**config.mk**
```make
export PLATFORM = sky130hd
export DESIGN_NAME = actuador_puertas
export DESIGN_NICKNAME = d
export VERILOG_FILES = /design/src/rtl/actuador_puertas.sv
export SDC_FILE = /design/constraint.sdc
export NUM_CORES = 1
export LEC_CHECK = 0
export BUFFER_PORTS_ARGS = -buffer_cell sky130_fd_sc_hd__buf_2
export CAP_MARGIN = 20
export CORE_MARGIN = 4
export CORE_UTILIZATION = 45
export DETAILED_ROUTE_END_ITERATION = 16
export PLACE_DENSITY = 0.71
export SYNTH_ARGS = -nofsm -noshare
export SYNTH_HDL_FRONTEND = slang
export SYNTH_SLANG_ARGS = --single-unit
```
**constraint.sdc**
```tcl
create_clock -name clk -period 2.62 [get_ports clk]
set_clock_uncertainty 0.15 [all_clocks]
set_input_delay 0.524 -clock clk [delete_from_list [all_inputs] [get_ports clk]]
set_output_delay 0.524 -clock clk [all_outputs]
set_load 0.01 [all_outputs]
```
**src/rtl/actuador_puertas.sv**
```systemverilog
`default_nettype none
// ============================================================================
// Module  : actuador_puertas
// Brief   : Door mechanism model and timer stage. Drives the door motor,
//           tracks travel with a position counter and raises the open-hold
//           timeout consumed by the door controller.
// Revision: 1.0 - initial release
// ============================================================================
module actuador_puertas #(
    parameter int T_MOV     = 20,
    parameter int T_ABIERTA = 100,
    parameter int CW        = 8
) (
    input  logic          clk,
    input  logic          rst_n,
    input  logic [1:0]    salida_puertas,
    input  logic          sensor,
    output logic [1:0]    puertas,
    output logic          timeout,
    output logic [1:0]    motor,
    output logic [CW-1:0] posicion
);

    typedef enum logic [1:0] {
        CERRADA  = 2'b00,
        ABIERTA  = 2'b01,
        CERRANDO = 2'b10,
        ABRIENDO = 2'b11
    } estado_t;

    localparam logic [CW-1:0] C_TMOV     = CW'(T_MOV);
    localparam logic [CW-1:0] C_TABIERTA = CW'(T_ABIERTA);
    localparam logic [CW-1:0] C_UNO      = CW'(1);

    estado_t       estado_q;
    logic [CW-1:0] pos_q;
    logic [CW-1:0] tmr_q;

    // Command 11 decodes as neither open nor close, i.e. no request.
    logic cmd_abrir;
    logic cmd_cerrar;
    assign cmd_abrir  = (salida_puertas == 2'b01);
    assign cmd_cerrar = (salida_puertas == 2'b10);

    always_ff @(posedge clk or negedge rst_n) begin
        if (!rst_n) begin
            estado_q <= CERRADA;
            pos_q    <= '0;
            tmr_q    <= '0;
        end else begin
            case (estado_q)
                CERRADA: begin
                    if (cmd_abrir) begin
                        estado_q <= ABRIENDO;
                    end
                end
                ABRIENDO: begin
                    // A permitted reversal wins over completing the travel.
                    if (cmd_cerrar && !sensor) begin
                        estado_q <= CERRANDO;
                    end else if (pos_q >= C_TMOV - C_UNO) begin
                        pos_q    <= C_TMOV;
                        tmr_q    <= '0;
                        estado_q <= ABIERTA;
                    end else begin
                        pos_q <= pos_q + C_UNO;
                    end
                end
                ABIERTA: begin
                    if (cmd_abrir) begin
                        tmr_q <= '0;
                    end else if (cmd_cerrar) begin
                        tmr_q <= '0;
                        if (!sensor) begin
                            estado_q <= CERRANDO;
                        end
                    end else if (tmr_q != C_TABIERTA) begin
                        tmr_q <= tmr_q + C_UNO;
                    end
                end
                CERRANDO: begin
                    if (sensor || cmd_abrir) begin
                        estado_q <= ABRIENDO;
                    end else if (pos_q <= C_UNO) begin
                        pos_q    <= '0;
                        estado_q <= CERRADA;
                    end else begin
                        pos_q <= pos_q - C_UNO;
                    end
                end
                default: begin
                    estado_q <= CERRADA;
                end
            endcase
        end
    end

    assign puertas  = estado_q;
    assign posicion = pos_q;
    assign timeout  = (estado_q == ABIERTA) && (tmr_q == C_TABIERTA);
    assign motor    = (estado_q == ABRIENDO) ? 2'b01 :
                      (estado_q == CERRANDO) ? 2'b10 : 2'b00;

endmodule
`default_nettype wire

```
## After elaboration in Yosys (flattened, before gate mapping)

Cells that the tools add are included.

- Input bits: 5
- Latch bits: 0
- ROM bits: 0
- Output and inout port bits: 13
- Word-level logic and storage cells: 57
- Memories: 0
- RAM bits: 0
- Register bits: 18

- Multipliers: 0
- Order comparisons: 2
- Shift-type cells: 0
- Bitwise gates (word level): 0
- Add/subtract/negate cells: 3
- Eq/ne operators: 17
- Reduce and logical (&&, ||, !) cells: 10
- Mux-type cells: 22
- Div/mod/pow operators: 0

Operators with widths:

| cell | count |
|---|---|
| $mux W8 | 9 |
| $pmux W8 S2 | 2 |
| $mux W2 | 10 |
| $add A8 B1 Y8 const B | 2 |
| $ne A2 B2 Y1 const B | 7 |
| $eq A8 B7 Y1 const B | 1 |
| $ge A8 B5 Y1 const B | 1 |
| $le A8 B1 Y1 const B | 1 |
| $ne A8 B7 Y1 const B | 1 |
| $pmux W2 S4 | 1 |
| $sub A8 B1 Y8 const B | 1 |
| $eq A2 B2 Y1 const B | 3 |
| $ne A3 B3 Y1 const B | 2 |
| $reduce_and A6 Y1 | 1 |
| $eq A2 B1 Y1 const B | 2 |
| $ne A4 B4 Y1 const B | 1 |
| $reduce_and A4 Y1 | 1 |
| $reduce_bool A2 Y1 | 2 |
| $reduce_and A3 Y1 | 1 |
| $logic_and A1 B1 Y1 | 2 |
| $logic_not A2 Y1 | 1 |
| $logic_not A1 Y1 | 1 |
| $logic_or A1 B1 Y1 | 1 |

## Logic depth before layout (Yosys ltp)

- Depth in word-level cells: 5
- Mapped depth: 6
- Depth with buffers taken out: 6

## Worst setup path before layout

OpenSTA, ideal clock, no wires.

- Path kind: register to register
- Start point: register pos_q[4] (netlist: posicion[4])
- End point: register pos_q[2] (netlist: posicion[2])
- Library setup time: 126 ps
- Cell stages (with the launch flop): 6
- Period minus slack after synthesis: 2,089 ps
- Data required time: 2,344 ps
- Buffers on the path: 1
- Data arrival time: 1,813 ps
- Slack: 531 ps
- Cell sequence: dfrtp_1 > buf_6 > or4_4 > o31ai_4 > o21ai_0 > a221o_1

- Word-level cells in the longest chain between the ends: 4
- Elaborated cells on any way between the ends: 7
- Those cells by class: order compare: 2; mux: 5

RTL lines:

| what | line | source |
|---|---|---|
| start: declaration | 36 | `logic [CW-1:0] pos_q;` |
| start signal: assignment | 66 | `pos_q <= pos_q + C_UNO;` |
| start signal: assignment | 88 | `pos_q <= pos_q - C_UNO;` |
| $le A8 B1 Y1 / $ge A8 B5 Y1 (equally long branches) | 84, 61 |  |
| $mux W8, on equally long branches | 84, 61 |  |
| $mux W8, on equally long branches | 82, 59 |  |
| $pmux W8 S2 (*) | 51 | `case (estado_q)` |

Every way passes the cells marked *; elsewhere a longest branch is shown, timed or not. The select of a mux whose other input is x is not followed.
A chain may end at the register's enable or synchronous reset.

## Final worst setup path

- Start point: register estado_q[1] (netlist: puertas[1])
- End point: output port motor[1]

- Word-level cells in the longest chain between the ends: 3
- Elaborated cells on any way between the ends: 4
- Those cells by class: eq/ne: 2; mux: 2

RTL lines:

| what | line | source |
|---|---|---|
| start: declaration | 35 | `estado_t estado_q;` |
| start signal: assignment | 47 | `estado_q <= CERRADA;` |
| start signal: assignment | 54 | `estado_q <= ABRIENDO;` |
| start signal: assignment | 60 | `estado_q <= CERRANDO;` |
| $eq A2 B2 Y1 | 102 | `(estado_q == CERRANDO) ? 2'b10 : 2'b00;` |
| $mux W2 | 102 |  |
| $mux W2 (*) | 101 | `assign motor = (estado_q == ABRIENDO) ? 2'b01 :` |
| end: declaration | 20 | `output logic [1:0] motor,` |

Every way passes the cells marked *; elsewhere a longest branch is shown, timed or not.

==> impl_metrics.py <==
metrics = {
    "cells_and_area": {
        "finalNetCount": 180,
        "diodes": 0,
        "areaGrowthSynthToFinish_pct": 12.3,
        "fin_cells": 198,
        "utilization_pct": 52.9,
        "drive_above_1_share_pct": 20.4,
        "n_fill_cell": 261,
    },
    "timing": {
        "slew_viol_final": 0,
        "min_period_ns": 2.39,
        "tightest_slew_ns": 0.670,
        "max_freq_mhz": 419,
        "max_slew_margin_pct": 55.3,
        "hold_viol": 0,
        "rsz0062_at_grt": "false",
        "setup_violations": 0,
        "tns_ns": 0,
        "fin_crit_sh_pct": 91.2,
    },
    "critical_path": {
        "worstSetupEndpointType": "primary output",
        "critical_path.slowest_cell": "nor2b_1",
        "critical_path_class": "flip-flop to primary output",
        "worstPathArrival_ns": 1.71,
        "cp-start-kind": "flip-flop",
        "slowest_delay_ns": 0.61,
        "r2r_slack_ns": 0.41,
        "rr_startpoint": "posicion[1]",
        "critical_path.max_fanout": 12,
        "crit_chain": "nor2b_1 > buf_2",
        "r2r-end": "tmr_q[1]",
        "cp.required_ns": 1.95,
        "r2r_cells": 5,
    },
    "global_route": {
        "grt_use_total_pct": 16.4,
        "first_global_vias": 1089,
        "grt-ovfl-total": 0,
        "grt_max_degree": 19,
        "grt_first_pass_wirelength_um": 4700,
        "antenna_found_initial": 0,
    },
    "drt": {
        "dr_wl_met2_um": 1330,
        "via_per_inst": 6.07,
        "wl_met3_um": 133,
        "routed_wl_um": 2760,
        "drt_iter0_markers": 91,
        "drc": 0,
        "topRoutingLayerUsed": "met4",
        "m1WireLength_um": 1280,
        "num_vias": 1202,
        "postRouteAntennaNets": 0,
        "first_pass_iters": 4,
        "wl_per_cell_um": 14.0,
    },
    "place": {
        "dp_hpwl_um": 2080,
        "numPortBuffers": 17,
        "placed_cells": 193,
        "globalplace.congestion": 0.873,
    },
    "cts": {
        "post_cts_resized": 0,
        "cts.reportedPaths.clkPinSlew_ns": 0.12,
        "cts_buffers": 3,
        "clock_latency_ns": 0.30,
        "root_buffer": "clkbuf_4",
        "cts_hold_buf": 1,
        "cts.path.max_buffers": 2,
        "htreeDepth": 1,
        "cts_sinks": 18,
        "cts_tree": "done",
        "post_cts_buffers": 0,
    },
    "die": {
        "ios": 18,
        "die_h_um": 61.7,
        "die_x_um": 61.7,
        "die_area_sq_um": 3810,
        "fp.coreArea_sq_um": 2760,
        "initial_utilization_pct": 47.1,
        "num_rows": 19,
    },
    "pwr": {
        "power_frac_clock_pct": 12.0,
        "p_per_area_nw_per_um2": 1000,
        "cellLeakagePower_nw": 0.689,
        "p_seq_share_pct": 32.4,
        "power_frac_comb_pct": 55.6,
        "total_power_mw": 1.46,
        "irDropWorstVdd_uv": 638,
        "internal_power_uw": 790,
        "switching_share_pct": 46.0,
        "switching_power_uw": 673,
    },
    "synth": {
        "synth.most_common_cell": "dfrtp_1",
        "synth_top_cell_by_area": "dfrtp_1",
        "synthesis.area_sq_um": 1300,
        "ys_seq_elements": 18,
        "synth_enable_flop_cells": 0,
        "syn_area_per_cell_sq_um": 8.77,
        "synth_warnings": 0,
        "synthTopCellsByArea": "dfrtp_1, ha_1, o21ai_0",
        "synth_ff_type": "dfrtp_1",
        "syn_inst": 148,
        "synth_top_cell_area_share_pct": 34.7,
        "syn_nets": 160,
        "synth.distinct_cells": 50,
        "synth_seq_area_share_pct": 34.7,
        "netlist_top_cells_count": "dfrtp_1, nand2_1, inv_1, o21ai_0, nor2_1",
        "synthArstFlopShare_pct": 100,
    },
    "run": {
        "maxCapViolations": 0,
    },
    "min_path": {
        "hold_end": "puertas[0]",
        "hp-class": "input pin to flip-flop",
        "whs_path_depth": 2,
        "min_from": "sensor",
    },
    "status": {
        "status": "completed",
    },
}
[flip-flops by register name, indices dropped and copies added, names as in the netlist]
signal / cells
posicion: 8
puertas: 2
tmr_q: 8
[power by group through the flow]
stage                     Clock [mW]  Combinational, mW  Sequential [mW]
after detailed placement           0              0.811            0.477
final                          0.176              0.812            0.474
after global placement             0              0.800            0.471
after floorplan                    0              0.624            0.450
after global routing           0.193              0.917            0.493
after CTS                      0.183              0.815            0.472
[per-layer routing]
metal | track usage, % | vias to the layer above
li1 | - | 592
met3 | 2.48 | 2
met1 | 21.5 | 569
met5 | 0 | -
met4 | 6.36 | 0
met2 | 27.1 | 39
[cell usage in the layout (no fill, tap or decap), types with 4 or more instances in the layout]
cell      n
nand2_1  13
nor3_1    4
and3_1    4
inv_1    11
nand3_1   4
ha_1      7
buf_2    17
a31oi_1   4
a21oi_1   6
mux2i_1   4
dfrtp_1  18
nor2_1    9
o21ai_0  10
[cell families (layout without fill, tap and decap cells)]
group,count (synthesis),after routing,share of synthesized area (%)
AO/OA/AOI/OAI,44,44,25.2
adder cells (fa/ha/maj),7,7,6.75
AND/OR/NAND/NOR,58,58,24.6
flip-flops,18,18,34.7
multiplexers,4,4,3.09
buffers and inverters,17,36,5.69
[critical path, delay by kind of cell (launching register included)]
kind	cells	cell delay, ns
flip-flops	1	0.56
AND/OR/NAND/NOR	1	0.61
buffers and inverters	1	0.25
[layout make-up]
| type | instances | area, sq um | share of cell area, % |
|---|---|---|---|
| Clock buffer | 4 | 36.3 | 2.49 |
| Inverter | 11 | 41.3 | 2.83 |
| Multi-Input combinational cell | 113 | 773 | 53.0 |
| Sequential cell | 18 | 450 | 30.9 |
| Tap cell | 31 | 38.8 | 2.66 |
| Timing Repair Buffer | 21 | 118 | 8.07 |
[how the worst max path moves through the flow]
| stage | from | end | slack, ns | depth (start not counted) |
|---|---|---|---|---|
| 5_1_grt | puertas[1] | motor[1] | 0.08 | 2 |
| 3_5_place_dp | salida_puertas[1] | posicion[2] | 0.35 | 7 |
| 6_report | puertas[1] | motor[1] | 0.23 | 2 |
| 2_1_floorplan | posicion[4] | posicion[2] | 0.53 | 5 |
| 4_1_cts | puertas[1] | motor[1] | 0.22 | 2 |
| 3_3_place_gp | salida_puertas[0] | posicion[2] | 0.42 | 6 |
[stage by stage]
step,worst slack [ns],hold slack [ns],area [sq um]
floorplan,0.531,0.0784,1300
global placement,0.423,0.324,1410
detailed placement,0.354,0.339,1410
CTS,0.223,0.355,1460
global route,0.0823,0.359,1460
finish,0.232,0.366,1460
Note: power is estimated with default switching activity, not from simulation.
